$ cat src/rtl/i2c_share_arbiter_pkg.sv
// Shared types and constants for the I2C share arbiter.
package i2c_share_arbiter_pkg;

  typedef enum logic [1:0] {
    StIdle,
    StGrant,
    StDrain,
    StAbort
  } arb_state_e;

  // Command word layout; the arbiter itself treats words as opaque.
  localparam int unsigned CmdW          = 10;
  localparam int unsigned CmdStartBit   = 9;
  localparam int unsigned CmdStopBit    = 8;
  localparam int unsigned CmdByteMsb    = 7;

  // 10 ms at 50 MHz.
  localparam int unsigned DefTimeoutCyc = 500000;

endpackage

$ cat src/rtl/i2c_share_arbiter_rr_pick.sv
// Combinational round-robin picker: first set request strictly after `last`, with wrap.
module i2c_share_arbiter_rr_pick #(
  parameter int unsigned N_REQ = 2,
  parameter int unsigned IDX_W = $clog2(N_REQ)
) (
  input  logic [N_REQ-1:0] i_req,
  input  logic [IDX_W-1:0] i_last,
  output logic [N_REQ-1:0] o_pick,
  output logic [IDX_W-1:0] o_idx,
  output logic             o_found
);

  logic [IDX_W-1:0] w_sel;

  always_comb begin
    o_pick  = '0;
    o_idx   = '0;
    o_found = 1'b0;
    w_sel   = '0;
    for (int unsigned k = 1; k <= N_REQ; k++) begin
      w_sel = IDX_W'((32'(i_last) + k) % N_REQ);
      if (!o_found && i_req[w_sel]) begin
        o_found       = 1'b1;
        o_idx         = w_sel;
        o_pick[w_sel] = 1'b1;
      end
    end
  end

endmodule

$ cat src/rtl/i2c_share_arbiter.sv
// Shares one byte-level I2C master between N_REQ clients: round-robin ownership per
// transaction, command/response muxing, in-flight limit and a hung-owner watchdog.
module i2c_share_arbiter
  import i2c_share_arbiter_pkg::*;
#(
  parameter int unsigned N_REQ       = 2,
  parameter int unsigned CMD_W       = CmdW,
  parameter int unsigned MAX_OUT     = 4,
  parameter int unsigned TIMEOUT_CYC = DefTimeoutCyc
) (
  input  logic                   clk_50,
  input  logic                   reset_n,
  input  logic [N_REQ-1:0]       req,
  output logic [N_REQ-1:0]       gnt,
  input  logic [N_REQ-1:0]       cmd_valid,
  input  logic [N_REQ*CMD_W-1:0] cmd_data,
  output logic [N_REQ-1:0]       cmd_ready,
  output logic [N_REQ-1:0]       rsp_valid,
  output logic [7:0]             rsp_data,
  output logic                   rsp_nack,
  output logic [N_REQ-1:0]       timeout_err,
  output logic                   m_cmd_valid,
  output logic [CMD_W-1:0]       m_cmd_data,
  input  logic                   m_cmd_ready,
  input  logic                   m_rsp_valid,
  input  logic [7:0]             m_rsp_data,
  input  logic                   m_rsp_nack,
  input  logic                   m_busy,
  output logic                   m_abort
);

  localparam int unsigned IdxW = $clog2(N_REQ);
  localparam int unsigned WdW  = $clog2(TIMEOUT_CYC);
  localparam int unsigned OutW = 4;

  arb_state_e       r_state;
  logic [N_REQ-1:0] r_gnt;
  logic [IdxW-1:0]  r_owner;
  logic [IdxW-1:0]  r_last;
  logic [OutW-1:0]  r_outst;
  logic [WdW-1:0]   r_wdog;
  logic [N_REQ-1:0] r_terr;
  logic             r_abort;

  logic [N_REQ-1:0] w_pick;
  logic [IdxW-1:0]  w_pick_idx;
  logic             w_found;
  logic             w_active;
  logic             w_can_issue;
  logic             w_cmd_hs;
  logic             w_rsp_live;
  logic             w_wdog_exp;
  logic [OutW-1:0]  w_outst_nxt;

  i2c_share_arbiter_rr_pick #(
    .N_REQ (N_REQ),
    .IDX_W (IdxW)
  ) u_rr_pick (
    .i_req   (req),
    .i_last  (r_last),
    .o_pick  (w_pick),
    .o_idx   (w_pick_idx),
    .o_found (w_found)
  );

  assign w_active    = (r_state == StGrant) || (r_state == StDrain);
  assign w_can_issue = (r_state == StGrant) && (r_outst < OutW'(MAX_OUT));
  assign m_cmd_valid = w_can_issue & cmd_valid[r_owner];
  assign m_cmd_data  = cmd_data[r_owner*CMD_W +: CMD_W];
  assign w_cmd_hs    = m_cmd_valid & m_cmd_ready;
  // A response with nothing in flight is stray and never reaches a client.
  assign w_rsp_live  = m_rsp_valid && w_active && (r_outst != '0);
  assign w_outst_nxt = r_outst + OutW'(w_cmd_hs) - OutW'(w_rsp_live);
  assign w_wdog_exp  = (r_wdog == WdW'(TIMEOUT_CYC - 1)) && !w_cmd_hs && !w_rsp_live;

  for (genvar i = 0; i < N_REQ; i++) begin : g_req
    assign cmd_ready[i] = r_gnt[i] & w_can_issue & m_cmd_ready;
    assign rsp_valid[i] = r_gnt[i] & w_rsp_live;
  end

  assign rsp_data    = m_rsp_data;
  assign rsp_nack    = m_rsp_nack;
  assign gnt         = r_gnt;
  assign timeout_err = r_terr;
  assign m_abort     = r_abort;

  always_ff @(posedge clk_50 or negedge reset_n) begin
    if (!reset_n) begin
      r_state <= StIdle;
      r_gnt   <= '0;
      r_owner <= '0;
      r_last  <= IdxW'(N_REQ - 1);
      r_outst <= '0;
      r_wdog  <= '0;
      r_terr  <= '0;
      r_abort <= 1'b0;
    end else begin
      r_terr  <= '0;
      r_abort <= 1'b0;
      unique case (r_state)
        StIdle: begin
          if (w_found) begin
            r_gnt   <= w_pick;
            r_owner <= w_pick_idx;
            r_wdog  <= '0;
            r_state <= StGrant;
          end
        end
        StGrant, StDrain: begin
          if (w_wdog_exp) begin
            r_terr  <= r_gnt;
            r_abort <= 1'b1;
            r_gnt   <= '0;
            r_outst <= '0;
            r_state <= StAbort;
          end else begin
            r_outst <= w_outst_nxt;
            r_wdog  <= (w_cmd_hs || w_rsp_live) ? '0 : r_wdog + WdW'(1);
            if (r_state == StGrant && !req[r_owner]) begin
              r_state <= StDrain;
            end else if (r_state == StDrain && r_outst == '0 && !m_busy) begin
              r_gnt   <= '0;
              r_last  <= r_owner;
              r_state <= StIdle;
            end
          end
        end
        StAbort: begin
          if (!m_busy) begin
            r_last  <= r_owner;
            r_state <= StIdle;
          end
        end
      endcase
    end
  end

endmodule

$ cat config.mk
export PLATFORM = sky130hd
export DESIGN_NAME = i2c_share_arbiter
export DESIGN_NICKNAME = d
export VERILOG_FILES = /design/src/rtl/i2c_share_arbiter_pkg.sv /design/src/rtl/i2c_share_arbiter_rr_pick.sv /design/src/rtl/i2c_share_arbiter.sv
export SDC_FILE = /design/constraint.sdc
export NUM_CORES = 1
export LEC_CHECK = 0
export ABC_AREA = 1
export BUFFER_PORTS_ARGS = -buffer_cell sky130_fd_sc_hd__buf_2
export CAP_MARGIN = 20
export CORE_MARGIN = 10
export CORE_UTILIZATION = 46
export DETAILED_ROUTE_END_ITERATION = 10
export HOLD_SLACK_MARGIN = 0.06
export PLACE_DENSITY = 0.71
export SYNTH_ARGS = -nofsm -noshare
export SYNTH_HDL_FRONTEND = slang
export SYNTH_SLANG_ARGS = --single-unit
$ cat constraint.sdc
create_clock -name clk_50 -period 3 [get_ports clk_50]
set_clock_uncertainty 0.1 [all_clocks]
set_input_delay 0.3 -clock clk_50 [delete_from_list [all_inputs] [get_ports clk_50]]
set_output_delay 0.3 -clock clk_50 [all_outputs]
set_load 0.1 [all_outputs]
* Word level (Yosys, flattened, before mapping)
Index checks and enable logic that the tools add are counted.
** Storage, ports and cells
- Register bits after elaboration :: 32
- Input bits :: 38
- Output and inout bits :: 29
- Logic and storage cells :: 113
** Operators by class
- Add/subtract/negate cells :: 5
- Multipliers :: 1
- $lt $le $gt $ge :: 6
- Equal/unequal tests :: 12
- Shifts and indexed selects :: 1
- Mux-type cells :: 42
- Bitwise operators :: 9
- Reduce and logical (&&, ||, !) cells :: 29
** Operator list (number)
- 2-to-1 mux 19 bit :: 3
- one-hot mux 19 bit (2 select lines) :: 1
- 2-to-1 mux 2 bit :: 12
- 2-to-1 mux 1 bit :: 20
- indexed part select 20 x 6 -> 10 bit :: 1
- adder 19 x 1 -> 19 bit (second input constant) :: 1
- equality test 19 bit (second input constant) :: 1
- logical AND 1 bit :: 11
- AND 1 bit :: 8
- inequality test 2 bit (second input constant) :: 4
- less-than comparator 1 x 2 -> 1 bit (second input constant) :: 3
- inequality test 3 bit (second input constant) :: 2
- one-hot mux 2 bit (3 select lines) :: 1
- AND reduction 3 bit :: 2
- logical NOT 1 bit :: 5
- AND reduction 5 bit :: 1
- adder 4 x 1 -> 4 bit :: 1
- equality test 2 bit (second input constant) :: 2
- logical NOT 4 bit :: 1
- less-than comparator 4 x 3 -> 1 bit (second input constant) :: 1
- multiplier 1 x 3 -> 4 bit (second input constant) :: 1
- 2-to-1 mux 4 bit :: 1
- inequality test 4 bit (second input constant) :: 1
- one-hot mux 2 bit (2 select lines) :: 1
- other kinds (15) :: 20

* Depth between registers and ports, before layout
Gate-level depths: netlist of the first run.
- Depth after elaboration :: 10
- Gate-level depth with buffers :: 14
- Depth with buffers taken out :: 13

* Cells and area by module
A second synthesis of the first run with hierarchy kept.
** Unflattened totals
- Cell total of the unflattened synthesis :: 402
- Area, all modules :: 2558.7 um^2
** Modules (own cells, without submodules)
- i2c_share_arbiter :: instances 1, cells an instance 395, area each 2528.7 um^2
- i2c_share_arbiter_rr_pick :: instances 1, cells an instance 7, area each 30.0 um^2

* Worst setup path after synthesis of the first run
Ideal clock, no wire load.
- Kind :: flip-flop to output port
- From :: register r_gnt[0], in the netlist gnt[0]
- To :: output cmd_ready[0]
- Arrival time :: 3196 ps
- Slack :: -596 ps
- Cell stages (with the launch flop) :: 3
- Path buffers :: 0
- Cells stage by stage :: dfrtp_1 -> inv_1 -> nor3_1
** Between the ends
- Cells in the longest elaborated chain, start to end :: 2
** Ends and longest elaborated chain
- start, declared :: line i2c_share_arbiter.sv:37 : logic [N_REQ-1:0] r_gnt;
- start signal, assigned :: line i2c_share_arbiter.sv:103 : r_gnt <= w_pick;
- AND 1 bit (2 in series) :: line i2c_share_arbiter.sv:77 : assign cmd_ready[i] = r_gnt[i] & w_can_issue & m_cmd_ready;
- end, declared :: line i2c_share_arbiter.sv:17 : output logic [N_REQ-1:0] cmd_ready,
No other way between the ends.

* Worst setup path in the final report of the first run
- From :: register r_state[0]
- To :: output rsp_valid[0]
** Between the ends
- Cells in the longest elaborated chain, start to end :: 5
** Ends and longest elaborated chain
- start, declared :: line i2c_share_arbiter.sv:36 : arb_state_e r_state;
- start signal, assigned :: line i2c_share_arbiter.sv:89 : r_state <= StIdle;
- start signal, assigned :: line i2c_share_arbiter.sv:106 : r_state <= StGrant;
- start signal, assigned :: line i2c_share_arbiter.sv:115 : r_state <= StAbort;
- equality test 2 x 1 -> 1 bit / equality test 2 bit (equally long branches) :: line i2c_share_arbiter.sv:66 : assign w_active = (r_state == StGrant) || (r_state == StDrain);
- logical OR 1 bit * :: line i2c_share_arbiter.sv:66
- net w_active :: line i2c_share_arbiter.sv:48 : logic w_active;
- logical AND 1 bit * (2 in series) :: line i2c_share_arbiter.sv:72 : assign w_rsp_live = m_rsp_valid && w_active && (r_outst != '0);
- AND 1 bit * :: line i2c_share_arbiter.sv:78 : assign rsp_valid[i] = r_gnt[i] & w_rsp_live;
- end, declared :: line i2c_share_arbiter.sv:18 : output logic [N_REQ-1:0] rsp_valid,
Mark *: on every way through the listed nets, which the timed path passes. The rest lies on a longest branch.

==> impl_metrics.ini, run 1 <==
[worst_setup_path]
startpoint = r_state[0]
timing.rr.end = r_outst[2]
cp-start-kind = flip-flop
endpoint = rsp_valid[0]
critPathMaxFanout = 10
path_class = reg2out
worstPathArrival_ns = 2.18
r2r_slack_ns = 0.46
reg2reg_from = r_state[0]
endpoint_kind = output pin
cp.required_ns = 2.60
r2r_cells = 10

[timing]
rsz0062_at_grt = no
fin_crit_sh_pct = 85.9
worst_slew_pin_slew_ns = 0.741
whs_ns = 0.264
report.final.slew_viol_count = 0
fmax_ghz = 0.388
finalHoldViolCount = 0
setup_ws_ns = 0.424
finalSetupTns_ns = 0
setup_viol = 0
fin_crit_ns = 2.58
slew_headroom_pct = 50.6

[synth]
ys_async_sr_fraction_pct = 100
synth_nets = 442
avgSynthCellArea_um2 = 6.48
ys.flop_type = dfrtp_1
synth-edff-count = 0
synthesis.area_um2 = 2550
yosysSeqAreaShare_pct = 31.4
synth_cells = 394
synth_common_cells = nand2_1, nor2_1, nand3_1
ys_top_cells_by_area = dfrtp_1, nand2_1, nor2_1
ys_types = 32
synth_top_area_share_pct = 30.4
synth_warnings = 0
post-synth-top-count-cell = nand2_1
synth.largest_area_cell = dfrtp_1
ys_ff_latch = 32

[clock_network]
post_cts_resized = 0
cts_buffers = 5
cts_sinks = 32
ctsHoldBuffers = 1
h-tree-depth = 2
clock_path_buffers = 2
cts_tree = built
clk-insertion-delay-late_ns = 0.29
cts_root_buf = clkbuf_8
clk_pin_slew_worst_paths_ns = 0.07
postCtsSetupBuffers = 0

[floorplanning]
die_y_um = 94.5
fp.dieW_um = 94.5
die_area_um2 = 8930
ios = 67
core_um2 = 5440
start_util_pct = 46.9
num_rows = 27

[finish]
multi_input_area_um2 = 1510
ff_latch_area_um2 = 802
antenna_cells = 0
num-fill-cells = 551
final_nets = 484
drive_above_1_share_pct = 17.2
final_cells = 509
syn_to_final_growth_pct = 15.0

[route]
vias = 2570
drt_iter0_drc = 130
wirelength_um = 6620
wl_per_cell_um = 13.0
drt_first_pass_iters = 4
detail-route-antenna-nets = 0
drc_errors = 0
via_per_inst = 5.05

[power_and_ir_drop]
p_leak_nw = 1.49
ir_worst_vdd_mv = 0.939
power.density_nw_per_um2 = 1020
power.total_mw = 2.99

[worst_hold_path]
hold_class = in2reg

[global_route]
gr-usage-all-layers_pct = 15.6
antenna_found_initial = 0
globalRouteOverflowTotal = 0
grt_pass1_vias = 2532
grt_max_degree = 33
grt_pass1_wl_um = 11500

[place]
dp.cells = 500
dp_hpwl_um = 5130
place_ws_ns = 0.462
place_congestion = 0.888
io_buffers = 48

[run]
max-cap-violations = 0

[outcome]
status = completed
-- metrics by stage --
stage,area [um2],util (%)
3_5_place_dp,2800,51.5
3_3_place_gp,2800,51.5
2_1_floorplan,2560,-
5_1_grt,2940,54.0
4_1_cts,2940,54.0
6_report,2940,54.0
-- layout by cell type (no fill, tap or decap) --
cell	instances
a211oi_1	1
a21o_1	1
a21oi_1	1
a21oi_2	1
and2_1	1
buf_2	48
buf_4	2
bufinv_16	1
clkbuf_8	7
clkinv_1	2
dfrtp_1	31
dfstp_2	1
dlygate4sd3_1	1
fa_1	1
ha_1	9
inv_1	33
inv_2	2
nand2_1	146
nand2_4	3
nand2_8	1
nand3_1	37
nand3_2	1
nand4_1	10
nor2_1	52
nor2_2	1
nor2_4	3
nor3_1	11
nor3_2	2
nor3b_1	1
o21ai_0	13
o21bai_1	1
o22ai_1	2
or2_2	2
xnor2_1	3
xor2_1	5
-- worst min path at each step --
stage	slack [ns]	from	endpoint	cells past startpoint
after floorplan	-0.1	reset_n	gnt[0]	0
after global placement	0.30	reset_n	r_wdog[16]	1
after detailed placement	0.30	reset_n	r_wdog[16]	1
after CTS	0.26	req[1]	r_owner	3
after global routing	0.29	req[1]	gnt[0]	4
final	0.26	req[1]	r_owner	3
-- metal layers --
| layer | GRT usage [%] | vias up | routed length, um | part of all wire (%) |
|---|---|---|---|---|
| met5 | 0 | - | 0 | 0 |
| met4 | 4.24 | 0 | 65 | 0.98 |
| met2 | 26.2 | 61 | 3250 | 49 |
| li1 | - | 1325 | - | - |
| met3 | 5.23 | 8 | 443 | 6.7 |
| met1 | 18.7 | 1176 | 2850 | 43 |
-- sequential cells by signal (all words and copies together), names as in the netlist --
register and cells:
r_wdog 19, timeout_err 2, r_state 2, m_abort 1, r_owner 1, gnt 2
r_outst 4, r_last 1
-- critical path: stages (launching register included) --
cell	delay [ns]
dfrtp_1	0.40
inv_1	0.09
ha_1	0.41
buf_4	0.22
nand3_1	0.19
nor2_1	0.14
buf_2	0.44
-- cell type report --
type | instances | share of cell area [%]
multi-input combinational | 309 | 51.5
tap | 72 | 3.07
inverter | 37 | 4.73
sequential | 32 | 27.3
clock inverter | 1 | 1.02
clock buffer | 7 | 3.28
timing repair buffer | 51 | 9.04
-- power by group --
part	leakage, nW	internal (mW)	switching (mW)
Combinational	0.994	0.450	1.48
Sequential	0.430	0.519	0.0841
Clock	0.0645	0.293	0.168
-- cells by family after synthesis --
| kind of cell | count (synthesis) | share of synthesized area [%] |
|---|---|---|
| and+or+nand+nor | 271 | 46.5 |
| AOI/OAI and AO/OA | 20 | 4.46 |
| DFF | 32 | 31.4 |
| buffers and inverters | 53 | 9.71 |
| adders and majority gates | 10 | 5.20 |
| xor gates and xnor gates | 8 | 2.75 |
Power figures use the tool's default switching activity.
==> run 2: changes to the inputs <==
--- a/config.mk
+++ b/config.mk
@@ -11,6 +11,7 @@
 export CORE_MARGIN = 10
 export CORE_UTILIZATION = 46
 export DETAILED_ROUTE_END_ITERATION = 10
+export GPL_TIMING_DRIVEN = 0
 export HOLD_SLACK_MARGIN = 0.06
 export PLACE_DENSITY = 0.71
 export SYNTH_ARGS = -nofsm -noshare
==> run 2 against run 1 <==
Cell area grew 4.1%. Critical path depth up 4. Clock-buffer cell count is 1 lower. Clock power down 9.1%. Maximum frequency is 3.7% higher. Combinational power up 7%. Largest cell class unchanged. Die area unchanged. Utilization increased by 2.2 points. Non-clock buffer count grew 23.
==> impl_metrics.ini, run 2 (synthesis results as in run 1) <==
[global_route]
grt_pass1_wl_um = 11800
grt_pass1_vias = 2598
grt_max_degree = 33
antenna_found_initial = 0
globalRouteOverflowTotal = 0
gr-usage-all-layers_pct = 15.8

[route]
vias = 2659
via_per_inst = 5.00
wl_met2_um = 3400
wl_per_cell_um = 13.2
drt_first_pass_iters = 4
wl_met3_um = 590
maxUsedRoutingLayer = met4
drt_iter0_drc = 138
wirelength_um = 7020
detail-route-antenna-nets = 0
wl_met1_um = 2970
drc_errors = 0

[clock_network]
clk_pin_slew_worst_paths_ns = 0.07
h-tree-depth = 2
clock_path_buffers = 2
cts_sinks = 32
cts_buffers = 5
cts_root_buf = clkbuf_8
postCtsSetupBuffers = 0
cts_tree = built
clk-insertion-delay-late_ns = 0.29

[worst_setup_path]
r2r_cells = 10
cp.required_ns = 3.05
worstPathArrival_ns = 2.53
critPathMaxFanout = 6
path_class = reg2reg
endpoint_kind = flip-flop
cp_slowest_cell = ha_1
path_cells = inv_1, ha_1, nand2_1, nor2_1, nand2_1, nand2_1, ha_1, fa_1, nand3_1, o21ai_0
crit_top_cell = nand2_1
cp-start-kind = flip-flop
crit_path_max_incr_delay_ns = 0.43

[floorplanning]
ios = 67
num_rows = 27
start_util_pct = 46.9
die_y_um = 94.5
die_area_um2 = 8930
core_um2 = 5440
fp.dieW_um = 94.5

[place]
dp_hpwl_um = 5450
place_ws_ns = 0.523
io_buffers = 57
place_congestion = 0.842

[timing]
setup_viol = 0
finalSetupTns_ns = 0
fmax_ghz = 0.403
rsz0062_at_grt = no
fin_crit_ns = 2.48
worst_slew_pin_slew_ns = 0.727
finalHoldViolCount = 0
report.final.slew_viol_count = 0
setup_ws_ns = 0.516
slew_headroom_pct = 51.5
fin_crit_sh_pct = 82.8

[finish]
final_nets = 507
mostFrequentLayoutCell = nand2_1
drive_above_1_share_pct = 20.0
syn_to_final_growth_pct = 19.7
registers.top_by_ff_count = r_wdog
num-fill-cells = 542
antenna_cells = 0
top_regs = r_wdog: 19 flops, r_outst: 4 flops
layout_common_cells = nand2_1, buf_2, nor2_1
largest_reg_flops = 19

[run]
max-cap-violations = 0

[outcome]
status = completed

[worst_hold_path]
min_path_cells = 3
hold_class = in2reg

[power_and_ir_drop]
p_leak_nw = 1.57
ir_worst_vdd_mv = 0.826
power.density_nw_per_um2 = 1010
-- run 2: changes by cell type in the layout (fill, tap and decap cells not counted), sizes merged --
cell    change
clkbuf      +4
clkinv      +1
buf        +18
-- run 2: area by class of cell --
class,instances,area [um2],share of cell area (%)
multi-input combinational,309,1510,49.5
tap,72,90.1,2.95
buffer,16,109,3.56
clock buffer,6,72.6,2.38
clock inverter,2,35.0,1.15
sequential,32,802,26.2
timing repair buffer,58,295,9.66
inverter,37,139,4.55
-- run 2: what timing repair did --
item / 4_1_cts / 5_1_grt
hold buffers: 1 / 0
hold endpoints to repair: 31 / 0
gates resized for setup: 0 / 0
-- run 2: through the flow --
stage | area [um2] | hold WS [ns] | util [%] | power (mW) | cells
floorplan | 2560 | -0.0956 | - | 2.25 | 394
CTS | 3060 | 0.240 | 56.2 | 3.09 | 532
global route | 3060 | 0.262 | 56.2 | 3.32 | 532
detailed placement | 2940 | 0.310 | 54.0 | 2.66 | 523
global placement | 2940 | 0.305 | 54.0 | 2.64 | 523
finish | 3060 | 0.250 | 56.2 | 3.07 | 532
-- run 2: worst max-delay path, delay by kind of cell, from the launching register on --
family / cells / cell delay, ns
AO/OA/AOI/OAI: 1 / 0.09
adder cells (fa/ha/maj): 3 / 1.03
buffers and inverters: 1 / 0.08
flip-flops: 1 / 0.40
AND/OR/NAND/NOR: 5 / 0.66
-- run 2: power breakdown --
| group | internal (mW) | leakage, nW | switching (mW) |
|---|---|---|---|
| logic | 0.500 | 1.08 | 1.57 |
| clock network | 0.247 | 0.0552 | 0.173 |
| registers | 0.519 | 0.430 | 0.0687 |
| total | 1.27 | 1.57 | 1.81 |
-- run 2: final timing paths --
kind / startpoint / end / slack, ns
worst max-delay path: r_state[0] / r_outst[1] / 0.52
worst min-delay path: req[1] / r_owner / 0.25
worst max register to register: r_state[0] / r_outst[1] / 0.52
worst min register to register: r_last / r_last / 0.38
max in group asynchronous: reset_n / r_wdog[1] / 1.83
min in group asynchronous: reset_n / r_wdog[10] / 0.50
-- run 2: routing by layer --
layer | up-vias | GRT usage [%]
met2 | 89 | 26.3
met4 | 0 | 3.74
li1 | 1369 | -
met3 | 8 | 6.03
met1 | 1193 | 19.0
met5 | - | 0
==> run 3: changes to the inputs <==
--- a/config.mk
+++ b/config.mk
@@ -5,7 +5,7 @@
 export SDC_FILE = /design/constraint.sdc
 export NUM_CORES = 1
 export LEC_CHECK = 0
-export ABC_AREA = 1
+export ABC_AREA = 0
 export BUFFER_PORTS_ARGS = -buffer_cell sky130_fd_sc_hd__buf_2
 export CAP_MARGIN = 20
 export CORE_MARGIN = 10
@@ -13,7 +13,7 @@
 export DETAILED_ROUTE_END_ITERATION = 10
 export GPL_TIMING_DRIVEN = 0
 export HOLD_SLACK_MARGIN = 0.06
-export PLACE_DENSITY = 0.71
+export PLACE_DENSITY = 0.76
 export SYNTH_ARGS = -nofsm -noshare
 export SYNTH_HDL_FRONTEND = slang
 export SYNTH_SLANG_ARGS = --single-unit
==> constraint.sdc (replaced) <==
create_clock -name clk_50 -period 2 [get_ports clk_50]
set_clock_uncertainty 0.1 [all_clocks]
set_input_delay 0.2 -clock clk_50 [delete_from_list [all_inputs] [get_ports clk_50]]
set_output_delay 0.2 -clock clk_50 [all_outputs]
set_load 0.1 [all_outputs]
==> run 3 against run 2 <==
Setup slack got worse by 0.79 ns. Highest routed layer unchanged. Cell count decreased by 25%. Flip-flop and latch count unchanged. The flow now finishes with violations (setup timing).
==> impl_metrics.ini, run 3 <==
[synth]
synth-xor-area-share_pct = 1.59
synth.largest_area_cell = dfrtp_1
synth_top_area_share_pct = 35.3
ys.flop_type = dfrtp_1
ys_ff_latch = 32
ys_types = 54
synthesis.area_um2 = 2200
synth-edff-count = 0
synth_cells = 230
synth_warnings = 0
synth_top_family_by_area = simple AND/OR/NAND/NOR gates
post-synth-top-count-cell = dfrtp_1
yosys.area_share.simple_pct = 22.6
ys_top_cells_by_area = dfrtp_1, mux2_2, ha_1
yosysSeqAreaShare_pct = 36.5
muxShareOfSynthArea_pct = 9.05
synth_common_cells = dfrtp_1, nor2_1, a21oi_1, nand2_1
synth-compound-area-share_pct = 17.4
avgSynthCellArea_um2 = 9.55
synth_nets = 278
ys_async_sr_fraction_pct = 100
synth-adder-area-share_pct = 6.04

[worst_setup_path]
cp_slowest_cell = dfrtp_1
path_depth = 11
path_cells = inv_2, ha_4, nand2_8, nor2_4, o21ai_2, ha_1, a21o_1, a21oi_2, xor2_1, nand3_1, o21ai_1
endpoint_kind = flip-flop
r2r_cells = 11
crit_path_max_incr_delay_ns = 0.36
startpoint = r_state[0]
cp.required_ns = 2.13
path_class = reg2reg
cp-start-kind = flip-flop
cp.buffers_inverters = 1
timing.rr.end = r_outst[3]
r2r_slack_ns = -0.28
critPathMaxFanout = 5
worstPathArrival_ns = 2.41
reg2reg_from = r_state[0]
endpoint = r_outst[3]
crit_family = adder cells

[route]
drt_iter0_drc = 240
wirelength_um = 7810
detail-route-antenna-nets = 0
wl_per_cell_um = 19.7
drc_errors = 0
drt_first_pass_iters = 6
vias = 2428
via_per_inst = 6.12

[place]
place_ws_ns = -0.653
place_congestion = 0.813
dp_hpwl_um = 4340
dp.cells = 341
io_buffers = 57

[timing]
finalHoldViolCount = 0
whs_ns = 0.0795
report.final.slew_viol_count = 0
worst_slew_pin_slew_ns = 0.772
fin_crit_sh_pct = 114
slew_headroom_pct = 48.5
fin_crit_ns = 2.28
setup_ws_ns = -0.279
finalSetupTns_ns = -3.84
rsz0062_at_grt = yes
setup_viol = 25
fmax_ghz = 0.439

[floorplanning]
num_rows = 25
fp.dieW_um = 89.1
die_y_um = 89.1
ios = 67
die_area_um2 = 7940
start_util_pct = 47.1
core_um2 = 4660

[clock_network]
cts_buffers = 5
cts_tree = built
clock_path_buffers = 2
clk-insertion-delay-late_ns = 0.30
cts_root_buf = clkbuf_8
clk_pin_slew_worst_paths_ns = 0.08
cts_sinks = 32
h-tree-depth = 2

[power_and_ir_drop]
p_leak_nw = 1.62
power.density_nw_per_um2 = 1770
power.total_mw = 6.28
ir_worst_vdd_mv = 1.39

[finish]
top_regs = r_wdog: 19 flops, r_outst: 4 flops
largest_reg_flops = 19
multi_input_area_um2 = 1620
drive_above_1_share_pct = 62.1
mostFrequentLayoutCell = buf_4
antenna_cells = 0
final_cells = 397
layout_common_cells = buf_4, buf_2, dfrtp_1
syn_to_final_growth_pct = 61.6
registers.top_by_ff_count = r_wdog
ff_latch_area_um2 = 812
final_nets = 390
num-fill-cells = 283

[global_route]
globalRouteOverflowTotal = 0
grt_pass1_wl_um = 11200
grt_pass1_vias = 2259
antenna_found_initial = 0
grt_max_degree = 33
gr-usage-all-layers_pct = 18.0

[outcome]
violations = setup timing
status = finished, violations left

[worst_hold_path]
hold_class = in2reg

[run]
max-cap-violations = 0
run 3: cell types whose count changed in the layout (fill, tap and decap cells not counted), moves of 11 or more:
| cell | previous run | this run |
|---|---|---|
| a31oi_1 | 0 | 11 |
| mux2_2 | 0 | 11 |
| inv_1 | 33 | 6 |
| buf_4 | 10 | 45 |
| nand2_1 | 146 | 14 |
| buf_2 | 57 | 44 |
| buf_6 | 0 | 16 |
| nor3_1 | 11 | 0 |
| nor2_1 | 52 | 10 |
| nand3_1 | 37 | 11 |
run 3: how the worst min path moves through the flow:
stage	to	depth (start not counted)	startpoint
detailed placement	r_outst[1]	1	reset_n
floorplan	gnt[0]	0	reset_n
CTS	r_owner	2	req[0]
global placement	r_outst[1]	1	reset_n
finish	r_owner	2	req[0]
global route	r_owner	2	req[0]
run 3: where the power goes:
group	switching (mW)	total, mW	internal [mW]	leakage [nW]
sequential	0.100	0.887	0.787	0.415
clock	0.273	0.641	0.369	0.0541
combinational	2.73	4.75	2.02	1.15
total	3.10	6.28	3.18	1.62
run 3: logic make-up (layout without fill, tap and decap cells):
group                      count (synthesis)  count (layout)
AOI/OAI and AO/OA                         57              58
xor gates and xnor gates                   4               4
adders and majority gates                 10              10
buffers and inverters                     26             138
DFF                                       32              32
muxes                                     18              18
and+or+nand+nor                           83              83
run 3: layout make-up:
type / count / area share, %
plain buffers: 14 / 3.17
clock buffers: 5 / 1.94
clock inverters: 3 / 1.20
inverters: 10 / 1.06
multi-input cells: 173 / 45.6
flip-flops and latches: 32 / 22.9
well taps: 54 / 1.90
repair buffers: 106 / 22.3
run 3: metrics by stage:
step,instance area (um2),util [%]
after floorplan,2360,-
after global placement,2710,58.2
after detailed placement,2710,58.2
after CTS,3260,69.9
after global routing,3550,76.2
final,3550,76.2
run 3: what timing repair did:
| action | CTS | global route |
|---|---|---|
| pin swaps | 19 | 21 |
| hold buffers | 1 | 0 |
| setup buffers | 32 | 17 |
| endpoints found under the hold margin | 31 | 0 |
| endpoints found under the setup margin | 40 | 43 |
| resized for setup | 40 | 48 |
| gates cloned | 2 | 0 |
run 3: layer usage:
layer,routed length (um),global-route usage (%)
met5,0,0
met1,3040,22.3
met4,132,6.79
met2,4130,30.3
met3,512,3.01
